--- config.mk ---
export PLATFORM = sky130hd
export DESIGN_NAME = ps2_scancode_decoder
export DESIGN_NICKNAME = d
export VERILOG_FILES = /design/src/rtl/ps2_scancode_decoder.sv
export SDC_FILE = /design/constraint.sdc
export NUM_CORES = 1
export LEC_CHECK = 0
export BUFFER_PORTS_ARGS = -buffer_cell sky130_fd_sc_hd__buf_2
export CAP_MARGIN = 5
export CORE_AREA = 2 2 154 156
export CTS_BUF_LIST = sky130_fd_sc_hd__clkbuf_8
export DETAILED_ROUTE_END_ITERATION = 6
export DIE_AREA = 0 0 156 158
export PLACE_DENSITY_LB_ADDON = 0.05
export REMOVE_ABC_BUFFERS = 1
export SLEW_MARGIN = 40
export SYNTH_ARGS = -nofsm -noshare
export SYNTH_HDL_FRONTEND = slang
export SYNTH_SLANG_ARGS = --single-unit
--- constraint.sdc ---
create_clock -name clock_fpga -period 3.6 [get_ports clock_fpga]
set_input_delay 0.54 -clock clock_fpga [delete_from_list [all_inputs] [get_ports clock_fpga]]
set_output_delay 0.54 -clock clock_fpga [all_outputs]
set_load 0.1 [all_outputs]
--- src/rtl/ps2_scancode_decoder.sv ---
// PS/2 Set-2 scan code decoder: folds E0/F0 prefixes into key events held in a FWFT FIFO.
// Define ASCII_LUT_EN to add a per-event ascii output with shift tracking.
module ps2_scancode_decoder #(
  parameter int FIFO_DEPTH  = 8,
  parameter int TIMEOUT_CYC = 1_000_000
) (
  input  logic       clock_fpga,
  input  logic       reset,
  input  logic [7:0] data_in,
  input  logic       new_code,
  input  logic       rd_en,
  output logic [7:0] event_code,
  output logic       event_ext,
  output logic       event_rel,
`ifdef ASCII_LUT_EN
  output logic [7:0] ascii,
`endif
  output logic       empty,
  output logic       full,
  output logic       overflow
);

  localparam int AW = $clog2(FIFO_DEPTH);
  localparam int CW = AW + 1;
  localparam int TW = $clog2(TIMEOUT_CYC + 1);
`ifdef ASCII_LUT_EN
  localparam int EW = 18;
`else
  localparam int EW = 10;
`endif

  typedef enum logic [1:0] {IDLE, EXT, BRK, EXT_BRK} state_t;

  state_t          state, next_state;
  logic            new_code_d, byte_stb, load_timer;
  logic [7:0]      code_byte;
  logic [TW-1:0]   timer;
  logic            push, push_ext, push_rel, do_push, pop;
  logic [AW-1:0]   wr_ptr, rd_ptr, next_rd;
  logic [CW-1:0]   count, next_count;
  logic [EW-1:0]   push_entry, head, head_next;
  logic [EW-1:0]   mem [FIFO_DEPTH];

  function automatic logic is_discard(input logic [7:0] b);
    case (b)
      8'h00, 8'hAA, 8'hEE, 8'hFA, 8'hFE, 8'hFF: is_discard = 1'b1;
      default:                                  is_discard = 1'b0;
    endcase
  endfunction

  // Edge detect on new_code; tracking during reset suppresses a strobe for a level already high.
  always_ff @(posedge clock_fpga) begin
    if (reset) begin
      new_code_d <= new_code;
      byte_stb   <= 1'b0;
      code_byte  <= 8'h00;
    end else begin
      new_code_d <= new_code;
      byte_stb   <= new_code & ~new_code_d;
      code_byte  <= data_in;
    end
  end

  // Prefix FSM state register
  always_ff @(posedge clock_fpga) begin
    if (reset) state <= IDLE;
    else       state <= next_state;
  end

  // Prefix FSM next state and event push decode
  always_comb begin
    next_state = state;
    push       = 1'b0;
    push_ext   = 1'b0;
    push_rel   = 1'b0;
    load_timer = 1'b0;
    if (byte_stb) begin
      case (state)
        IDLE: begin
          if (code_byte == 8'hE0) begin
            next_state = EXT;
            load_timer = 1'b1;
          end else if (code_byte == 8'hF0) begin
            next_state = BRK;
            load_timer = 1'b1;
          end else if (is_discard(code_byte)) begin
            next_state = IDLE;
          end else begin
            push = 1'b1;
          end
        end
        EXT: begin
          load_timer = (code_byte == 8'hE0) || (code_byte == 8'hF0);
          if (code_byte == 8'hF0)      next_state = EXT_BRK;
          else if (code_byte == 8'hE0) next_state = EXT;
          else begin
            next_state = IDLE;
            push       = 1'b1;
            push_ext   = 1'b1;
          end
        end
        BRK, EXT_BRK: begin
          next_state = IDLE;
          if (code_byte != 8'hE0 && code_byte != 8'hF0) begin
            push     = 1'b1;
            push_ext = (state == EXT_BRK);
            push_rel = 1'b1;
          end else begin
            push = 1'b0;
          end
        end
        default: next_state = IDLE;
      endcase
    end else if (state != IDLE && timer == {TW{1'b0}}) begin
      next_state = IDLE;
    end else begin
      next_state = state;
    end
  end

  // Prefix timeout counter; reloaded whenever a prefix state is entered
  always_ff @(posedge clock_fpga) begin
    if (reset)                                     timer <= {TW{1'b0}};
    else if (load_timer)                           timer <= TW'(TIMEOUT_CYC);
    else if (state != IDLE && timer != {TW{1'b0}}) timer <= timer - 1'b1;
    else                                           timer <= timer;
  end

`ifdef ASCII_LUT_EN
  logic shift;

  function automatic logic [7:0] ascii_lut(input logic [7:0] c, input logic sh);
    logic [7:0] lc;
    case (c)
      8'h1C: lc = 8'h61; 8'h32: lc = 8'h62; 8'h21: lc = 8'h63; 8'h23: lc = 8'h64;
      8'h24: lc = 8'h65; 8'h2B: lc = 8'h66; 8'h34: lc = 8'h67; 8'h33: lc = 8'h68;
      8'h43: lc = 8'h69; 8'h3B: lc = 8'h6A; 8'h42: lc = 8'h6B; 8'h4B: lc = 8'h6C;
      8'h3A: lc = 8'h6D; 8'h31: lc = 8'h6E; 8'h44: lc = 8'h6F; 8'h4D: lc = 8'h70;
      8'h15: lc = 8'h71; 8'h2D: lc = 8'h72; 8'h1B: lc = 8'h73; 8'h2C: lc = 8'h74;
      8'h3C: lc = 8'h75; 8'h2A: lc = 8'h76; 8'h1D: lc = 8'h77; 8'h22: lc = 8'h78;
      8'h35: lc = 8'h79; 8'h1A: lc = 8'h7A;
      8'h45: lc = 8'h30; 8'h16: lc = 8'h31; 8'h1E: lc = 8'h32; 8'h26: lc = 8'h33;
      8'h25: lc = 8'h34; 8'h2E: lc = 8'h35; 8'h36: lc = 8'h36; 8'h3D: lc = 8'h37;
      8'h3E: lc = 8'h38; 8'h46: lc = 8'h39;
      8'h29: lc = 8'h20; 8'h5A: lc = 8'h0D;
      default: lc = 8'h00;
    endcase
    if (sh && lc >= 8'h61 && lc <= 8'h7A) ascii_lut = lc - 8'h20;
    else                                  ascii_lut = lc;
  endfunction

  // Shift key state follows decoded L/R-shift make and release events
  always_ff @(posedge clock_fpga) begin
    if (reset) shift <= 1'b0;
    else if (push && !push_ext && (code_byte == 8'h12 || code_byte == 8'h59)) shift <= ~push_rel;
    else shift <= shift;
  end

  assign push_entry = {(push_ext || push_rel) ? 8'h00 : ascii_lut(code_byte, shift),
                       code_byte, push_ext, push_rel};
  assign ascii      = head[17:10];
`else
  assign push_entry = {code_byte, push_ext, push_rel};
`endif

  assign event_code = head[9:2];
  assign event_ext  = head[1];
  assign event_rel  = head[0];

  // FIFO control and next-head lookahead; a push into an empty slot at the read pointer bypasses mem
  always_comb begin
    pop     = rd_en & ~empty;
    do_push = push & (~full | pop);
    next_rd = pop ? rd_ptr + 1'b1 : rd_ptr;
    case ({do_push, pop})
      2'b10:   next_count = count + 1'b1;
      2'b01:   next_count = count - 1'b1;
      default: next_count = count;
    endcase
    if (do_push && (wr_ptr == next_rd)) head_next = push_entry;
    else                                head_next = mem[next_rd];
  end

  // FIFO storage
  always_ff @(posedge clock_fpga) begin
    if (do_push) mem[wr_ptr] <= push_entry;
  end

  // FIFO pointers, registered status flags and head outputs
  always_ff @(posedge clock_fpga) begin
    if (reset) begin
      wr_ptr   <= {AW{1'b0}};
      rd_ptr   <= {AW{1'b0}};
      count    <= {CW{1'b0}};
      head     <= {EW{1'b0}};
      empty    <= 1'b1;
      full     <= 1'b0;
      overflow <= 1'b0;
    end else begin
      if (do_push) wr_ptr <= wr_ptr + 1'b1;
      rd_ptr <= next_rd;
      count  <= next_count;
      empty  <= (next_count == {CW{1'b0}});
      full   <= (next_count == CW'(FIFO_DEPTH));
      if (next_count != {CW{1'b0}}) head <= head_next;
      if (push && full && !pop) overflow <= 1'b1;
    end
  end

endmodule

* Word-level counts from Yosys, hierarchy flattened
Memories as Yosys holds them, arrays and structs flattened. A register that Yosys moved wholly into a read port is not among the register bits.
Cells that the tools add are included.
W data, S select, Z words.
** Storage, ports and cells
- Bits in registers :: 45
- RAM bits :: 80
- Input port bits :: 12
- Output and inout bits :: 13
- Word-level logic and storage cells :: 97
- Memories :: 1
** Memories
- mem :: depth 8, width 10, rd ports 1, clocked after Yosys merged registers in 1, wr ports 1, RTL line 42 : logic [EW-1:0] mem [FIFO_DEPTH];
** Operators by class
- Add/subtract/negate cells :: 5
- Eq/ne operators :: 16
- Multiplexer cells :: 36
- Bitwise logic cells :: 7
- Reductions and logical operators :: 20
** Operator list (count)
- $eq A8 B8 Y1 const B :: 7
- $mux W20 :: 2
- $mux W1 :: 22
- $logic_not A20 Y1 :: 1
- $reduce_bool A20 Y1 :: 1
- $sub A20 B1 Y20 const B :: 1
- $ne A8 B8 Y1 const B :: 2
- $mux W2 :: 6
- $logic_not A8 Y1 :: 1
- $pmux W4 S2 :: 1
- $add A3 B1 Y3 const B :: 2
- $eq A2 B2 Y1 const B :: 3
- $pmux W2 S3 :: 1
- $reduce_bool A2 Y1 :: 3
- $reduce_or A6 Y1 :: 1
- $logic_and A1 B1 Y1 :: 5
- $ne A5 B5 Y1 const B :: 1
- $add A4 B1 Y4 const B :: 1
- $eq A2 B1 Y1 const B :: 2
- $eq A4 B4 Y1 const B :: 1
- $logic_not A4 Y1 :: 1
- $pmux W1 S2 :: 2
- $reduce_bool A4 Y1 :: 1
- $reduce_or A2 Y1 :: 2
- 10 further kinds :: 14

* Logic depth before layout (Yosys ltp)
- Depth in word-level cells :: 16
- Depth in mapped cells :: 15
- Depth with buffers taken out :: 13

* Least setup slack after synthesis
OpenSTA, ideal clock, no wires.
- Kind :: flip-flop to flip-flop
- Start point :: reg empty
- End point :: reg head[0] (read register of mem)
- Setup time :: 0.080 ns
- Arrival time :: 3.585 ns
- Data required time :: 3.520 ns
- Setup slack :: -0.066 ns
- Cell stages (with the launch flop) :: 16
- Buffers on the path :: 3
- Clock period less this slack :: 3.666 ns
- Cell sequence :: dfxtp_1 > nand2b_1 > buf_4 > nand2_1 > o211ai_2 > buf_4 > ha_1 > xor2_1 > ha_1 > a21oi_2 > mux2i_2 > mux2_4 > and4bb_4 > buf_6 > nand2_1 > a22oi_1
** Between the ends
- Cells in the longest elaborated chain, start to end :: 7
- Elaborated cells between the ends (all ways) :: 9
- Those cells by class :: eq/ne (2); mux (2); bitwise (4); reduce/logical (1)
** Ends and longest elaborated chain
- start, declared :: RTL line 18 : output logic empty,
- start signal, assigned :: RTL line 203 : empty <= (next_count == {CW{1'b0}});
- $not A1 Y1 * :: RTL line 172 : pop = rd_en & ~empty;
- $and A1 B1 Y1 * :: RTL line 172
- $or A1 B1 Y1 :: RTL line 173 : do_push = push & (~full | pop);
- $and A1 B1 Y1 :: RTL line 173
- $eq A2 B1 Y1 or $eq A2 B2 Y1 (tied branches) :: RTL line 175 : case ({do_push, pop})
- $pmux W4 S2 :: RTL line 175
- $reduce_bool A4 Y1 :: RTL line 205 : if (next_count != {CW{1'b0}}) head <= head_next;
- end, declared :: RTL line 41 : logic [EW-1:0] push_entry, head, head_next;
Every way passes the cells marked *; elsewhere a longest branch is shown, timed or not.
A chain may end at the register's enable or synchronous reset.

* Final worst setup path
- Start point :: reg code_byte[2]
- End point :: reg head[8] (read register of mem)
** Between the ends
- Cells in the longest elaborated chain, start to end :: 16
- Elaborated cells between the ends (all ways) :: 30
- Those cells by class :: eq/ne (11); mux (14); bitwise (1); reduce/logical (4)
** Ends and longest elaborated chain
- start, declared :: RTL line 36 : logic [7:0] code_byte;
- start signal, assigned :: RTL line 60 : code_byte <= data_in;
- $eq A8 B8 Y1 or $logic_not A8 Y1 (tied branches) :: RTL line 45 : case (b)
- $reduce_or A6 Y1 :: RTL line 45
- $mux W1 :: RTL line 45
- $mux W1 :: RTL line 83 : end else if (code_byte == 8'hF0) begin
- $mux W1 :: RTL line 80 : if (code_byte == 8'hE0) begin
- $mux W1 :: RTL line 78 : case (state)
- $mux W1 :: RTL line 77 : if (byte_stb) begin
- $mux W1 :: RTL line 86 : end else if (is_discard(code_byte)) begin
- $mux W1 :: RTL line 83
- $mux W1 :: RTL line 80
- $pmux W1 S3 * :: RTL line 78
- $mux W1 * :: RTL line 77
- $and A1 B1 Y1 * :: RTL line 173
- $eq A2 B1 Y1 or $eq A2 B2 Y1 (tied branches) :: RTL line 175
- $pmux W4 S2 * :: RTL line 175
- $reduce_bool A4 Y1 * :: RTL line 205
Every way passes the cells marked *; elsewhere a longest branch is shown, timed or not. The select of a mux whose other input is x is not followed.

==> impl_metrics.toml <==
[timing]
finalHoldViolations = 0
fmax_mhz = 293.8
period_needed_ns = 3.404
clock_skew_ns = 0.01151
worst_pin_slew_ns = 0.7433
slew_violations = 0
timing.final.crit_share_pct = 94.56
setup_slack_ns = 0.1959
maxSlewHeadroom_pct = 50.20
setup_viol = 0
hold_ws_ns = 0.2178
setup_tns_ns = 0

[layout]
n_antenna_cell = 0
final_util_pct = 30.18
drive_above_1_share_pct = 21.61
layout.nets = 588
area_delta_synth_final_pct = 17.65

[grt]
antenna_found_initial = 0
grt_pass1_wl_um = 25190
grt_pass1_vias = 4095
grt_max_degree = 29
grt.total_usage_pct = 14.04
overflow = 0

[logic_synthesis]
yosysWarnings = 0
yosysTopAreaCell = "edfxtp_1"
synth_ff_type = "edfxtp_1"
synth_area_leaders = "edfxtp_1, dfxtp_1, nand2_1"
synthCells = 516
ys_types = 65
synth-seq-cells = 135
yosysSeqAreaShare_pct = 59.25
synth_edf_count = 80
syn_avg_cell_area_um2 = 11.46
synthArstFlopShare_pct = 0
synth_top_area_share_pct = 40.63
syn-cell-area_um2 = 5913

[clocking]
clock_sinks = 135
clk_pin_slew_ns = 0.08
clockBufferDepth = 2
cts_buffers = 17
root_buffer = "clkbuf_8"
htree_levels = 4
cts_tree = "done"
clock_latency_ns = 0.45

[floorplan]
io_pins = 25
dieArea_um2 = 24650
initial_utilization_pct = 25.65
die_w_um = 156
die_h_um = 158
num_rows = 56
core_um2 = 23050

[setup_path]
crit_family = "simple AND/OR/NAND/NOR gates"
cp-start-kind = "flop"
cp.arrival_ns = 3.78
critical-path-max-stage-delay_ns = 0.54
crit_type = "reg2reg"
path_common_cell = "a21oi_2"
critPathBufInv = 0
path_max_fanout = 10
worstRegToRegCells = 13
cp_cell_sequence = "or4_1 > a21oi_2 > nor2_2 > o211ai_2 > ha_2 > xor2_1 > ha_1 > a21oi_2 > mux2i_2 > mux2_4 > and4bb_4 > a32oi_1 > a22oi_1"
required_ns = 3.97
critPathSlowestCell = "or4_1"
regToRegStartpoint = "code_byte[2]"
crit_path_end_kind = "flop"
ff2ff_setup_slack_ns = 0.20
r2r_end = "head[8]"

[place]
place_hpwl_um = 11030
io_buffer_count = 24
globalplace.congestion = 0.7173
place_ws_ns = 0.03323

[detailed_routing]
wl_um = 16710
drt-vias-per-instance = 4.848
drc = 0
wl_per_cell_um = 19.14
ant_nets = 0
drt_iter0_markers = 200
drtPass1Iterations = 4
vias = 4232

[power]
p_comb_share_pct = 30.2
switching_share_pct = 39.06
vdd_ir_drop_max_mv = 0.2271
share_seq_of_total_power_pct = 42.5
power_leakage_nw = 2.492
p_int_w = 0.002556
p_sw_w = 0.001639
p_clk_share_pct = 27.3
total_power_w = 0.004195
powerDensity_nw_per_um2 = 603.0

[run_status]
status = "finished clean"

[worst_hold_path]
min_to = "new_code_d"
hp-start = "new_code"
whs_path_depth = 1
hp-class = "in2reg"

[flow_run]
cap_violations = 0
per-layer routing:
metal	part of all wire, %	GRT usage, %	up-vias
met5	0	0	-
met4	1.1	4.369	0
met3	3.1	3.148	14
met2	49	22.27	65
met1	47	19.11	2124
li1	-	-	2029
cell usage in the layout, fill, tap and decap left out, drive strengths merged, types with 6 or more instances in the layout:
cell type | netlist | final
nor2b | 13 | 13
clkinv | 0 | 7
buf | 24 | 60
nand2 | 82 | 82
o2111ai | 11 | 11
nor3 | 10 | 10
xnor2 | 17 | 17
dfxtp | 55 | 55
inv | 10 | 16
mux2i | 12 | 12
edfxtp | 80 | 80
a32oi | 20 | 20
o21ai | 11 | 11
nor2 | 31 | 31
a21oi | 18 | 18
xor2 | 10 | 10
clkbuf | 3 | 17
ha | 6 | 6
nor4 | 8 | 8
nand3 | 28 | 28
a22oi | 12 | 12
final cells by class:
cell class                      instances  area, um^2
Timing Repair Buffer                   60       401.6
Clock buffer                           17       234.0
Clock inverter                         15       118.9
Fill cell                            2326       16100
Inverter                               10       37.54
Multi-Input combinational cell        346        2298
Sequential cell                       135        3503
Tap cell                              290       362.8
sequential cells by signal, indices dropped and copies added, names as in the netlist, 2 cells and up:
name,count
mem,80
wr_ptr,3
head,10
code_byte,8
state,2
timer,20
rd_ptr,3
count,4
stage by stage:
stage	instances	instance area, um^2
4_1_cts	870	6898
3_5_place_dp	838	6545
3_3_place_gp	835	6511
2_1_floorplan	489	5725
5_1_grt	873	6957
6_report	873	6957
kinds of logic after synthesis:
| group | count (synthesis) | share of synthesized area [%] |
|---|---|---|
| mux | 13 | 2.349 |
| flops | 135 | 59.25 |
| compound gates | 87 | 10.90 |
| fa+ha+maj | 6 | 1.270 |
| xor+xnor | 27 | 4.316 |
| buf+inv | 37 | 3.809 |
| simple gates | 211 | 18.11 |
power by group through the flow:
stage / registers, W / logic, W / clock network (W)
after floorplan: 0.00215 / 0.000489 / 0
after global routing: 0.00180 / 0.00137 / 0.00126
after global placement: 0.00182 / 0.00122 / 0
final: 0.00178 / 0.00127 / 0.00115
after CTS: 0.00179 / 0.00125 / 0.00120
after detailed placement: 0.00182 / 0.00124 / 0
timing repair:
action	4_1_cts	5_1_grt
endpoints found under the setup margin	0	10
resized for setup	0	9
setup buffers	0	1
hold buffers	0	0
cells in the mapped netlist (4+ instances only):
cell	n
nand2_1	82
edfxtp_1	80
dfxtp_1	55
nor2_1	31
nand3_1	28
a32oi_1	20
a21oi_1	17
xnor2_1	16
nor2b_1	13
a22oi_1	12
buf_2	12
mux2i_1	11
o2111ai_1	11
xor2_1	10
inv_1	9
nor3_1	9
buf_6	8
o21ai_0	8
ha_1	6
nor4_1	6
nor4b_1	5
nor3b_1	4
worst max-delay path by stage:
stage | depth (start not counted) | endpoint | from
finish | 13 | head[8] | code_byte[2]
global route | 14 | head[7] | code_byte[0]
CTS | 13 | head[0] | code_byte[1]
detailed placement | 13 | head[7] | code_byte[1]
global placement | 13 | head[9] | code_byte[1]
floorplan | 11 | head[0] | empty
Power figures use the tool's default switching activity.
